===== src/rtl/enc8b10b_pkg.sv =====
// ----------------------------------------------------------------------------
// enc8b10b_pkg
// Shared constants and types for the 8b/10b serial datapath.
//   CW_W        : codeword width (10 bits, {a,b,c,d,e,i,f,g,h,j})
//   K28_5_RDN   : K28.5 comma sent while running disparity is negative
//   K28_5_RDP   : K28.5 comma sent while running disparity is positive
//   ser_state_t : serializer FSM states (EMPTY = line parked, SHIFT = sending)
// ----------------------------------------------------------------------------
package enc8b10b_pkg;

    localparam int CW_W = 10;

    localparam logic [CW_W-1:0] K28_5_RDN = 10'b0011111010;
    localparam logic [CW_W-1:0] K28_5_RDP = 10'b1100000101;

    typedef enum logic {
        EMPTY = 1'b0,
        SHIFT = 1'b1
    } ser_state_t;

endpackage


===== src/rtl/serializer_10b_rd_tracker.sv =====
// ----------------------------------------------------------------------------
// rd_tracker
// Running-disparity bookkeeping for the serializer. On every word load it
// counts the ones in the loaded codeword, updates RD and (optionally) flags
// disparity violations.
//
// Optional feature macro: SER_DISP_CHECK_EN
//   defined   : disp_err is a sticky violation flag, cleared by err_clr
//   undefined : disp_err is tied 0 and err_clr is ignored
//
// Ports:
//   clk       in   clock
//   rst_n     in   asynchronous active-low reset
//   load_en   in   a codeword is being loaded onto the line this edge
//   word      in   [9:0] codeword being loaded
//   err_clr   in   clears disp_err (set on the same edge wins)
//   rd        out  current running disparity (0 = negative, 1 = positive)
//   disp_err  out  sticky disparity violation flag
// ----------------------------------------------------------------------------
module rd_tracker
    import enc8b10b_pkg::*;
#(
    parameter bit RD_INIT = 1'b0
) (
    input  logic            clk,
    input  logic            rst_n,
    input  logic            load_en,
    input  logic [CW_W-1:0] word,
    input  logic            err_clr,
    output logic            rd,
    output logic            disp_err
);

    logic [3:0] ones;
    logic       rd_reg;

    // Population count of the codeword being loaded.
    always_comb begin
        ones = 4'd0;
        for (int i = 0; i < CW_W; i++) begin
            ones = ones + {3'b000, word[i]};
        end
    end

    // Balanced (5 ones) and illegal counts leave RD alone; 6 ones drives it
    // positive, 4 ones drives it negative.
    always_ff @(posedge clk or negedge rst_n) begin
        if (!rst_n) begin
            rd_reg <= RD_INIT;
        end else if (load_en) begin
            if (ones == 4'd6) begin
                rd_reg <= 1'b1;
            end else if (ones == 4'd4) begin
                rd_reg <= 1'b0;
            end
        end
    end

    assign rd = rd_reg;

`ifdef SER_DISP_CHECK_EN
    logic disp_err_reg;
    logic violation;

    // A violation is an unbalanced word pushing RD further the way it already
    // leans, or any ones count that no valid codeword can have.
    always_comb begin
        violation = 1'b0;
        if ((ones == 4'd6) && rd_reg) begin
            violation = 1'b1;
        end else if ((ones == 4'd4) && !rd_reg) begin
            violation = 1'b1;
        end else if ((ones < 4'd4) || (ones > 4'd6)) begin
            violation = 1'b1;
        end
    end

    // Set has priority over clear so a violation on the clearing edge is
    // never lost.
    always_ff @(posedge clk or negedge rst_n) begin
        if (!rst_n) begin
            disp_err_reg <= 1'b0;
        end else if (load_en && violation) begin
            disp_err_reg <= 1'b1;
        end else if (err_clr) begin
            disp_err_reg <= 1'b0;
        end
    end

    assign disp_err = disp_err_reg;
`else
    logic unused_err_clr;

    assign unused_err_clr = err_clr;
    assign disp_err       = 1'b0;
`endif

endmodule


===== src/rtl/serializer_10b.sv =====
// ----------------------------------------------------------------------------
// serializer_10b
// Takes 10-bit codewords from the 8b/10b encoder over a valid/ready handshake
// into a 1-deep hold register and shifts them out one bit per clock, bit 'a'
// (d_in[9]) first. Words go out back to back with no gap bits. When the hold
// register is empty at a word boundary the line is filled with a K28.5 comma
// of the polarity matching the current running disparity (IDLE_INSERT=1), or
// parked at 0 in the EMPTY state (IDLE_INSERT=0).
//
// Optional feature macro: SER_DISP_CHECK_EN (enables the disparity error
// flag inside rd_tracker; without it disp_err is 0 and err_clr is ignored).
//
// Parameters:
//   IDLE_INSERT  1: send K28.5 when starved, 0: park the line at 0
//   RD_INIT      running disparity after reset (0 = negative, 1 = positive)
//
// Ports:
//   clk          in   clock, one serial bit per rising edge
//   rst_n        in   asynchronous active-low reset
//   d_in         in   [9:0] codeword {a,b,c,d,e,i,f,g,h,j}
//   d_valid      in   d_in is valid
//   d_ready      out  hold register empty (registered)
//   err_clr      in   clears disp_err
//   ser_out      out  serial bit
//   word_start   out  high while ser_out carries bit 'a' of any word
//   idle_active  out  high for all 10 bits of an inserted K28.5
//   rd_out       out  running disparity, updated when a word is loaded
//   disp_err     out  sticky disparity violation flag
// ----------------------------------------------------------------------------
module serializer_10b
    import enc8b10b_pkg::*;
#(
    parameter bit IDLE_INSERT = 1'b1,
    parameter bit RD_INIT     = 1'b0
) (
    input  logic            clk,
    input  logic            rst_n,
    input  logic [CW_W-1:0] d_in,
    input  logic            d_valid,
    output logic            d_ready,
    input  logic            err_clr,
    output logic            ser_out,
    output logic            word_start,
    output logic            idle_active,
    output logic            rd_out,
    output logic            disp_err
);

    ser_state_t      state_reg;
    logic [3:0]      bcnt_reg;
    logic [CW_W-2:0] shift_reg;      // remaining bits b..j of the word on the line
    logic [CW_W-1:0] hold_reg;
    logic            hold_full_reg;
    logic            d_ready_reg;
    logic            ser_out_reg;
    logic            word_start_reg;
    logic            idle_active_reg;

    logic            transfer;
    logic            load_evt;
    logic            load_valid;
    logic [CW_W-1:0] comma_word;
    logic [CW_W-1:0] load_word;
    logic            hold_full_next;
    logic [CW_W-1:0] hold_next;
    logic            rd_cur;

    assign transfer   = d_valid & d_ready_reg;

    // A word boundary: either the line is parked, or the last bit (j) of the
    // current word is on the line.
    assign load_evt   = (state_reg == EMPTY) || (bcnt_reg == 4'd9);

    // The comma polarity follows the disparity before the comma is sent.
    assign comma_word = rd_cur ? K28_5_RDP : K28_5_RDN;
    assign load_word  = hold_full_reg ? hold_reg : comma_word;

    // Something actually goes on the line at this boundary.
    assign load_valid = load_evt && (hold_full_reg || IDLE_INSERT);

    // A new transfer on the same edge as the hold word leaves for the line
    // refills the hold register, so it stays full.
    always_comb begin
        hold_full_next = hold_full_reg;
        hold_next      = hold_reg;
        if (transfer) begin
            hold_full_next = 1'b1;
            hold_next      = d_in;
        end else if (load_evt && hold_full_reg) begin
            hold_full_next = 1'b0;
        end
    end

    always_ff @(posedge clk or negedge rst_n) begin
        if (!rst_n) begin
            state_reg       <= EMPTY;
            bcnt_reg        <= 4'd0;
            shift_reg       <= '0;
            hold_reg        <= '0;
            hold_full_reg   <= 1'b0;
            d_ready_reg     <= 1'b0;
            ser_out_reg     <= 1'b0;
            word_start_reg  <= 1'b0;
            idle_active_reg <= 1'b0;
        end else begin
            hold_reg      <= hold_next;
            hold_full_reg <= hold_full_next;
            d_ready_reg   <= ~hold_full_next;

            if (load_valid) begin
                state_reg       <= SHIFT;
                bcnt_reg        <= 4'd0;
                shift_reg       <= load_word[CW_W-2:0];
                ser_out_reg     <= load_word[CW_W-1];
                word_start_reg  <= 1'b1;
                idle_active_reg <= ~hold_full_reg;
            end else if (load_evt) begin
                // Starved with idle insertion disabled: park the line low.
                state_reg       <= EMPTY;
                bcnt_reg        <= 4'd0;
                shift_reg       <= '0;
                ser_out_reg     <= 1'b0;
                word_start_reg  <= 1'b0;
                idle_active_reg <= 1'b0;
            end else begin
                state_reg      <= SHIFT;
                bcnt_reg       <= bcnt_reg + 4'd1;
                shift_reg      <= {shift_reg[CW_W-3:0], 1'b0};
                ser_out_reg    <= shift_reg[CW_W-2];
                word_start_reg <= 1'b0;
            end
        end
    end

    rd_tracker #(
        .RD_INIT (RD_INIT)
    ) u_rd_tracker (
        .clk      (clk),
        .rst_n    (rst_n),
        .load_en  (load_valid),
        .word     (load_word),
        .err_clr  (err_clr),
        .rd       (rd_cur),
        .disp_err (disp_err)
    );

    assign d_ready     = d_ready_reg;
    assign ser_out     = ser_out_reg;
    assign word_start  = word_start_reg;
    assign idle_active = idle_active_reg;
    assign rd_out      = rd_cur;

endmodule


===== config.mk =====
export PLATFORM = sky130hd
export DESIGN_NAME = serializer_10b
export DESIGN_NICKNAME = d
export VERILOG_FILES = /design/src/rtl/enc8b10b_pkg.sv /design/src/rtl/serializer_10b_rd_tracker.sv /design/src/rtl/serializer_10b.sv
export SDC_FILE = /design/constraint.sdc
export NUM_CORES = 1
export LEC_CHECK = 0
export BUFFER_PORTS_ARGS = -buffer_cell sky130_fd_sc_hd__buf_4
export CORE_UTILIZATION = 40
export DETAILED_ROUTE_END_ITERATION = 12
export GPL_TIMING_DRIVEN = 1
export SYNTH_ARGS = -nofsm -noshare
export SYNTH_HDL_FRONTEND = slang
export SYNTH_SLANG_ARGS = --single-unit
export TNS_END_PERCENT = 20

===== constraint.sdc =====
create_clock -name clk -period 13.14 [get_ports clk]
set_input_delay 1.314 -clock clk [delete_from_list [all_inputs] [get_ports clk]]
set_output_delay 1.314 -clock clk [all_outputs]
set_load 0.03 [all_outputs]

==> reports/qor.csv <==
metric,value,unit
Initial DRT Pass Iterations,4,
fin cells,183,
core region area,0.003468,mm2
Slew @ Worst Pin,551.3,ps
Post-CTS Hold Buffers,0,
"commonest non-fill, non-tap cell in the layout",dfrtp_1,
die area,0.003984,mm2
Core Rows,21,
"Setup Fix Bufs, Post-CTS",0,
Clock Latency Late Sink,290,ps
grt ovf,0,
Critical Path RT,13310,ps
YS warnings,0,
CTS tree,yes,
Final min period,4942,ps
Final TNS setup,0,ps
"Distinct cells, synth",27,
Pwr Density,243.6,mW/mm2
dominant cell type by area after synthesis,dfrtp_1,
post-route cell area,0.001737,mm2
final hold viol count,0,
number of synthesized register bits,30,
Final period util,37.61,%
wire length per cell,13.56,um
final slew viol count,0,
crit path capture type,flip-flop,
critical path launch point type,flip-flop,
input/output buffers,17,
clock buffer count from CTS,5,
layout net count,163,
Cells after DPL,175,
CP arrival,5110,ps
CP Class,flip-flop to flip-flop,
DRC viols,0,
post-layout util,50.07,%
RSZ-0062 raised after global routing,no,
root buf cell,clkbuf_8,
total number of vias,896,
final wirelength,2481,um
layout cell share with drive strength beyond 1,34.31,%
I/O pin cnt,20,
"Seq/Total Area, Yosys",50.25,%
gp weighted congestion,0.8094,
total track usage,15.23,%
Max-Cap Viols,0,
die height,63.12,um
ANT cells,0,
Starting Density,43.07,%
overall power,423.1,uW
synth top area cells,"dfrtp_1 50%, mux2_2 11%, fa_1 8.0%, ha_1 5.9%, inv_1 3.0%",
Finish-stage setup viols,0,
Max-slew headroom,63.17,%
number of global-route vias before repair,953,
clock skew,4.690,ps
Pleak,0.8724,nW
post-route ant nets,0,
status,"complete, no violations",
most frequent cells in the layout,"30 x dfrtp_1, 17 x buf_4, 15 x mux2_2",
Placed Instance Area,0.001645,mm2
Final WS setup,8198,ps
Hold Path Class,flip-flop to flip-flop,
Synth Instances,117,
Vias/cell,4.896,
DP HPWL,1831,um
area added between synthesis and finish,16.25,%
"CTS clk-pin slew, worst paths",60,ps
post-cts resize count,0,
achievable frequency,202.4,MHz
htree depth,2,
post-synthesis cell area,0.001494,mm2
worst slack at placement,8234,ps
Syn Nets,144,
Critical Path Fanout Max,15,
Synth top area share,50.25,%
maximum VDD drop,0.1685,mV
first-pass GRT wire length,4416,um
number of flip-flops in the largest register,10,
largest net degree at the start of global routing,31,
initial antenna violation count,0,
CTS Buffer Depth,2,
DR iter-0 viols,45,
chip width,63.12,um
Worst Hold Slack,484.7,ps
"Avg Cell Area, Syn",12.77,um2
clock sink count,30,
==> where the power goes <==
part / switching [mW] / total, mW / leakage (nW) / internal, mW
logic: 0.113 / 0.220 / 0.464 / 0.107
clock network: 0.0333 / 0.0754 / 0.0482 / 0.0421
registers: 0.0123 / 0.128 / 0.360 / 0.115
==> final timing paths <==
kind / from / end / slack, ps / cells after the start
max: hold_full_reg / u_rd_tracker.rd / 8200 / 13
min: shift_reg[6] / shift_reg[7] / 480 / 1
max reg2reg: hold_full_reg / u_rd_tracker.rd / 8200 / 13
min reg2reg: shift_reg[6] / shift_reg[7] / 480 / 1
max in group asynchronous: rst_n / state_reg / 11910 / 1
min in group asynchronous: rst_n / bcnt_reg[2] / 950 / 1
==> kinds of logic (layout without fill, tap and decap cells) <==
group,Yosys count,count (layout),share of synthesized area [%]
flip-flops,30,30,50.25
multiplexers,19,19,14.99
AND/OR/NAND/NOR,19,19,7.203
buffers and inverters,18,38,5.527
AO/OA/AOI/OAI,14,14,6.449
adder cells (fa/ha/maj),13,13,13.90
other,2,2,0.5027
XOR/XNOR,2,2,1.173
==> cells in the mapped netlist <==
library cell	instances
or2_2	1
o21ai_0	4
xnor2_1	1
nand3b_4	1
nand3_1	4
mux2_2	15
inv_2	1
conb_1	2
buf_4	1
buf_6	1
and2_4	1
a21o_1	4
a2111o_1	1
ha_1	7
a21oi_1	4
buf_2	3
xor2_1	1
nand2_1	5
nor2_1	4
dfrtp_1	30
and2_1	2
a221oi_2	1
inv_1	12
nor2b_1	1
mux2_4	3
mux2i_1	1
fa_1	6
==> cell type report <==
cell class	instances	area, um2
Timing Repair Buffer	17	127.6
Tap cell	46	57.56
Fill cell	326	1732
Inverter	13	48.80
Multi-Input combinational cell	69	660.6
Clock buffer	7	86.33
Clock inverter	1	5.005
Sequential cell	30	750.7
==> layer usage <==
| layer | track usage, % | up-vias | part of all wire (%) |
|---|---|---|---|
| met3 | 3.804 | 8 | 4.8 |
| met5 | 0 | - | 0 |
| met4 | 13.08 | 0 | 4.1 |
| li1 | - | 415 | - |
| met1 | 18.37 | 449 | 43 |
| met2 | 22.58 | 24 | 48 |
==> worst max-delay path, stage by stage, from the launching register on <==
cell and delay (ps):
dfrtp_1 550, nor2b_1 520, a21o_1 160, ha_1 230
inv_1 70, fa_1 400, inv_1 90, fa_1 440
fa_1 490, fa_1 430, fa_1 450, a2111o_1 400
a221oi_2 230, mux2_2 360
No activity file was read; power rests on OpenSTA's default activity.
